<file path="src/rtl/multi_round_game_controller.sv">
// multi_round_game_controller
//   Turn/round sequencer for the mental-math binary game. Runs NUM_ROUNDS
//   rounds of one timed turn per player, keeps saturating per-player scores
//   and reports the winner (highest score, lowest index on tie). Load and RNG
//   strobes from the entry logic only pass through while a turn is live.
// Ports
//   clk, rst                    clock, asynchronous active-high reset
//   passed, start, abort        unlock level, start/continue level, sync abort
//   load_in, rng_gen_in         entry-logic strobes (only honoured in PLAY)
//   time_out                    digit timer expired
//   answer_valid/answer_correct answer submitted / answer was right
//   load_out, rng_gen_out       gated strobes
//   timer_enable/timer_reconfig timer run level / one-cycle reload pulse
//   active_player, round_idx    whose turn, which round (0-based)
//   scores                      player p at [p*SCORE_W +: SCORE_W]
//   game_over, winner           end-of-game flag and winning player

// One player's score register; saturates instead of wrapping.
module mrgc_score_slot #(
    parameter int SCORE_W = 4
) (
    input  logic               clk,
    input  logic               rst,
    input  logic               clr,
    input  logic               inc,
    output logic [SCORE_W-1:0] score
);
    always_ff @(posedge clk or posedge rst) begin
        if (rst)
            score <= '0;
        else if (clr)
            score <= '0;
        else if (inc && (score != {SCORE_W{1'b1}}))
            score <= score + 1'b1;
    end
endmodule

module multi_round_game_controller #(
    parameter int NUM_PLAYERS = 2,
    parameter int NUM_ROUNDS  = 3,
    parameter int SCORE_W     = 4,
    localparam int PLW = (NUM_PLAYERS > 1) ? $clog2(NUM_PLAYERS) : 1,
    localparam int RW  = (NUM_ROUNDS > 1) ? $clog2(NUM_ROUNDS) : 1
) (
    input  logic                           clk,
    input  logic                           rst,
    input  logic                           passed,
    input  logic                           start,
    input  logic                           abort,
    input  logic                           load_in,
    input  logic                           rng_gen_in,
    input  logic                           time_out,
    input  logic                           answer_valid,
    input  logic                           answer_correct,
    output logic                           load_out,
    output logic                           rng_gen_out,
    output logic                           timer_enable,
    output logic                           timer_reconfig,
    output logic [PLW-1:0]                 active_player,
    output logic [RW-1:0]                  round_idx,
    output logic [NUM_PLAYERS*SCORE_W-1:0] scores,
    output logic                           game_over,
    output logic [PLW-1:0]                 winner
);
    typedef enum logic [2:0] {
        S_IDLE       = 3'd0,
        S_RECONFIG   = 3'd1,
        S_WAIT_START = 3'd2,
        S_PLAY       = 3'd3,
        S_TURN_END   = 3'd4,
        S_GAME_OVER  = 3'd5
    } state_t;

    state_t                            state_q, state_d;
    logic                              load_d, rng_d, ten_d, trc_d, go_d;
    logic [PLW-1:0]                    ap_d, win_d, winner_c;
    logic [RW-1:0]                     rd_d;
    logic                              score_clr, score_inc;
    logic [NUM_PLAYERS-1:0][SCORE_W-1:0] score_q;

    wire last_player = (active_player == PLW'(NUM_PLAYERS - 1));
    wire last_round  = (round_idx == RW'(NUM_ROUNDS - 1));

    // Per-player score slots; only the active player's slot can count up.
    for (genvar p = 0; p < NUM_PLAYERS; p++) begin : g_slot
        mrgc_score_slot #(.SCORE_W(SCORE_W)) u_slot (
            .clk   (clk),
            .rst   (rst),
            .clr   (score_clr),
            .inc   (score_inc && (active_player == PLW'(p))),
            .score (score_q[p])
        );
        assign scores[p*SCORE_W +: SCORE_W] = score_q[p];
    end

    // Strict '>' keeps the lowest index on a tie.
    always_comb begin
        int best;
        best = 0;
        for (int p = 1; p < NUM_PLAYERS; p++)
            if (score_q[p] > score_q[best]) best = p;
        winner_c = PLW'(best);
    end

    always_comb begin
        logic go_idle;
        state_d   = state_q;
        load_d    = load_out;
        rng_d     = rng_gen_out;
        ten_d     = timer_enable;
        trc_d     = 1'b0;
        ap_d      = active_player;
        rd_d      = round_idx;
        go_d      = game_over;
        win_d     = winner;
        score_clr = 1'b0;
        score_inc = 1'b0;
        go_idle   = 1'b0;

        case (state_q)
            S_IDLE: begin
                go_idle = 1'b1;
                if (passed) begin
                    state_d = S_RECONFIG;
                    trc_d   = 1'b1;
                end
            end
            S_RECONFIG: state_d = S_WAIT_START;
            S_WAIT_START: begin
                if (start) begin
                    ten_d   = 1'b1;
                    state_d = S_PLAY;
                end
            end
            S_PLAY: begin
                load_d = load_in;
                rng_d  = rng_gen_in;
                // A submitted answer wins over a same-cycle timeout.
                if (answer_valid || time_out) begin
                    score_inc = answer_valid && answer_correct;
                    state_d   = S_TURN_END;
                    ten_d     = 1'b0;
                    load_d    = 1'b0;
                    rng_d     = 1'b1;
                end
            end
            S_TURN_END: begin
                if (last_player && last_round) begin
                    win_d   = winner_c;
                    go_d    = 1'b1;
                    state_d = S_GAME_OVER;
                end else begin
                    trc_d   = 1'b1;
                    state_d = S_RECONFIG;
                    if (last_player) begin
                        ap_d = '0;
                        rd_d = round_idx + 1'b1;
                    end else begin
                        ap_d = active_player + 1'b1;
                    end
                end
            end
            S_GAME_OVER: begin
                if (start) begin
                    score_clr = 1'b1;
                    ap_d      = '0;
                    rd_d      = '0;
                    go_d      = 1'b0;
                    trc_d     = 1'b1;
                    state_d   = S_RECONFIG;
                end
            end
            default: begin
                go_idle = 1'b1;
                state_d = S_IDLE;
            end
        endcase

        // Abort and illegal encodings both land in IDLE with reset values.
        if (abort || (go_idle && !(state_q == S_IDLE && passed))) begin
            state_d   = S_IDLE;
            trc_d     = 1'b0;
            score_inc = 1'b0;
        end
        if (abort || go_idle) begin
            load_d    = 1'b0;
            rng_d     = 1'b1;
            ten_d     = 1'b0;
            ap_d      = '0;
            rd_d      = '0;
            go_d      = 1'b0;
            win_d     = '0;
            score_clr = 1'b1;
        end
    end

    always_ff @(posedge clk or posedge rst) begin
        if (rst) begin
            state_q        <= S_IDLE;
            load_out       <= 1'b0;
            rng_gen_out    <= 1'b1;
            timer_enable   <= 1'b0;
            timer_reconfig <= 1'b0;
            active_player  <= '0;
            round_idx      <= '0;
            game_over      <= 1'b0;
            winner         <= '0;
        end else begin
            state_q        <= state_d;
            load_out       <= load_d;
            rng_gen_out    <= rng_d;
            timer_enable   <= ten_d;
            timer_reconfig <= trc_d;
            active_player  <= ap_d;
            round_idx      <= rd_d;
            game_over      <= go_d;
            winner         <= win_d;
        end
    end
endmodule

</file>
<file path="config.mk">
export PLATFORM = sky130hd
export DESIGN_NAME = multi_round_game_controller
export DESIGN_NICKNAME = d
export VERILOG_FILES = /design/src/rtl/multi_round_game_controller.sv
export SDC_FILE = /design/constraint.sdc
export NUM_CORES = 1
export LEC_CHECK = 0
export ABC_AREA = 0
export BUFFER_PORTS_ARGS = -buffer_cell sky130_fd_sc_hd__buf_2
export CORE_UTILIZATION = 50
export CTS_BUF_LIST = sky130_fd_sc_hd__clkbuf_4 sky130_fd_sc_hd__clkbuf_8 sky130_fd_sc_hd__clkbuf_16
export DETAILED_ROUTE_END_ITERATION = 16
export PLACE_DENSITY = 0.7
export RECOVER_POWER = 25
export SKIP_LAST_GASP = 1
export SYNTH_ARGS = -nofsm -noshare
export SYNTH_HDL_FRONTEND = slang
export SYNTH_SLANG_ARGS = --single-unit
</file>
<file path="constraint.sdc">
create_clock -name clk -period 1.9 [get_ports clk]
set_input_delay 0.57 -clock clk [delete_from_list [all_inputs] [get_ports clk]]
set_output_delay 0.57 -clock clk [all_outputs]
set_load 0.005 [all_outputs]
</file>
==> impl_metrics.py <==
metrics = {
    "pwr": {
        "sw_frac_of_total_pct": 35.9,
        "power_frac_seq_pct": 46.9,
        "irDropWorstVdd_uv": 695,
        "total_power_mw": 1.17,
        "intPower_uw": 748,
        "powerDensity_nw_per_um2": 794,
        "leakage_nw": 0.684,
        "p_switching_uw": 419,
        "pwr-share-comb_pct": 32.0,
        "clkPwrFrac_pct": 21.1,
    },
    "global_routing": {
        "grt_antenna_before_repair": 0,
        "grt_max_degree": 21,
        "gr-usage-all-layers_pct": 22.1,
        "grt_pass1_wl_um": 4470,
        "grt_pass1_vias": 1004,
        "grt_overflow": 0,
    },
    "sta": {
        "slew_headroom_pct": 26.4,
        "timing.fmax_mhz": 572,
        "skew_ns": 0.00616,
        "slew_violations": 0,
        "min_period_over_period_pct": 92.0,
        "setup_ws_ns": 0.152,
        "holdWs_ns": 0.533,
        "hold_violations": 0,
        "tightest_slew_ns": 1.10,
        "setup_viol": 0,
        "fin_crit_ns": 1.75,
        "fin_setup_tns_ns": 0,
        "rsz0062_at_grt": "false",
    },
    "floorplan": {
        "die_area_um2": 2760,
        "row_count": 17,
        "dieHeight_um": 52.5,
        "core_um2": 2320,
        "die_w_um": 52.5,
        "ios": 27,
        "initial_core_util_pct": 55.1,
    },
    "logic_synthesis": {
        "syn_area_per_cell_um2": 9.26,
        "syn-cell-area_um2": 1280,
        "ys_warn_count": 0,
        "synth-seq-cells": 20,
        "yosysTopAreaCell": "dfrtp_1",
        "ys.flop_type": "dfrtp_1",
        "synth_enable_flop_cells": 0,
        "yosysMostFrequentCell": "dfrtp_1",
        "synthTopCellsByArea": "dfrtp_1 37%, ha_1 6.9%, nor2_1 3.8%, a21oi_1 3.5%, nand3_1 3.1%",
        "syn_inst": 138,
        "syn_nets": 155,
        "async_reset_ff_share_pct": 100,
        "synth.top_cell.area_share_pct": 37.2,
        "yosysSeqAreaShare_pct": 39.3,
        "ys_types": 46,
        "synth_common_cells": "19 x dfrtp_1, 13 x nor2_1, 9 x a21oi_1",
    },
    "worst_setup_path": {
        "worst-r2r-setup-slack_ns": 0.15,
        "cp-end-kind": "register",
        "critPathMaxFanout": 17,
        "cp.arrival_ns": 1.97,
        "path_class": "reg -> reg",
        "startpoint_type": "register",
        "worstPathRequired_ns": 2.12,
    },
    "clocking": {
        "cts_tree": "yes",
        "cts_buffer_depth": 2,
        "insertion_delay_ns": 0.30,
        "cts_root_buf": "clkbuf_4",
        "cts-htree-levels": 1,
        "cts_resized": 0,
        "cts_setup_buffers": 0,
        "numCtsBuffers": 3,
        "clock_sinks": 20,
        "ctsHoldBuffers": 0,
        "clk_pin_slew_ns": 0.11,
    },
    "place": {
        "gp_congestion": 0.819,
        "post-dp-hpwl_um": 2060,
        "post-place-ws_ns": 0.131,
        "port_buffers": 26,
        "postPlaceCellArea_um2": 1440,
        "placed_cells": 190,
    },
    "layout": {
        "nNetsFinal": 184,
        "drive_above_1_share_pct": 26.5,
        "diodes": 0,
        "post-route-util_pct": 63.4,
        "fin_cells": 194,
        "nFillCells": 195,
        "final_area_um2": 1470,
        "syn2layout_area_growth_pct": 15.0,
    },
    "drt": {
        "drc": 0,
        "wl_per_cell_um": 14.1,
        "drt_iter0_markers": 23,
        "wl_um": 2750,
        "drtPass1Iterations": 4,
        "vias": 1109,
        "antenna_left": 0,
        "viasPerCell": 5.72,
    },
    "flow_run": {
        "max_cap_violations": 0,
    },
    "run_status": {
        "status": "finished clean",
    },
    "worst_hold_path": {
        "hold_class": "in -> reg",
    },
}
==> worst max-delay path: stages, from the launching register on <==
cell and delay (ns):
dfrtp_1 0.57, nor2_1 0.34, mux2_2 0.38, o22a_2 0.23
o22ai_1 0.15
==> metal layers <==
metal | up-vias | global-route usage [%] | wire length (µm)
met5 | - | 0 | 0
met3 | 2 | 6.09 | 95
li1 | 562 | - | -
met1 | 525 | 30.8 | 1380
met4 | 0 | 3.95 | 17
met2 | 20 | 34.2 | 1250
==> state kept, by name, indices dropped and copies added (netlist names) <==
name,count
active_player,1
timer_enable,1
rng_gen_out,1
load_out,1
timer_reconfig,1
state_q,3
g_slot.u_slot.score,8
game_over,1
round_idx,2
winner,1
==> kinds of logic after synthesis <==
group                    after synthesis  synth area share (%)
adder cells (fa/ha/maj)                7                  6.86
XOR/XNOR                               1                 0.686
multiplexers                           3                  2.45
flip-flops                            20                  39.3
AO/OA/AOI/OAI                         33                  16.9
AND/OR/NAND/NOR                       59                  28.0
buffers and inverters                 15                  5.78
==> worst paths after layout <==
check / from / end / cells after the start
setup / recovery: state_q[0] / round_idx[1] / 4
hold / removal: load_in / load_out / 3
setup reg to reg: state_q[0] / round_idx[1] / 4
hold reg to reg: winner / winner / 1
max in group asynchronous: rst / g_slot[1].u_slot.score[2] / 3
min in group asynchronous: rst / g_slot[0].u_slot.score[3] / 3
==> cell type report <==
| class | count | area [µm²] | share of cell area, % |
|---|---|---|---|
| clock buffers | 4 | 36.3 | 2.47 |
| flip-flops and latches | 20 | 502 | 34.2 |
| well taps | 28 | 35.0 | 2.39 |
| repair buffers | 31 | 164 | 11.2 |
| inverters | 8 | 30.0 | 2.04 |
| multi-input cells | 103 | 702 | 47.8 |
==> power by group through the flow <==
stage               clock, mW  combinational, mW  sequential [mW]
global placement            0              0.365            0.551
global route            0.278              0.412            0.557
finish                  0.246              0.374            0.547
detailed placement          0              0.368            0.554
CTS                     0.258              0.370            0.545
floorplan                   0              0.337            0.495
==> cell usage in the layout, fill, tap and decap left out, types with 2 or more instances in the layout <==
master	count
nor3_1	3
o21ai_0	8
or3_1	2
nand4_1	2
nor3b_1	3
and2_1	2
clkbuf_4	3
dfrtp_1	19
mux2i_1	2
a21oi_1	9
a21boi_0	2
inv_1	8
nand2_1	8
a311oi_1	4
buf_4	4
nor4_1	2
nand2b_1	4
nand3b_1	2
ha_1	7
nand3_1	8
nor2_1	13
buf_2	26
Note: power is estimated with default switching activity, not from simulation.
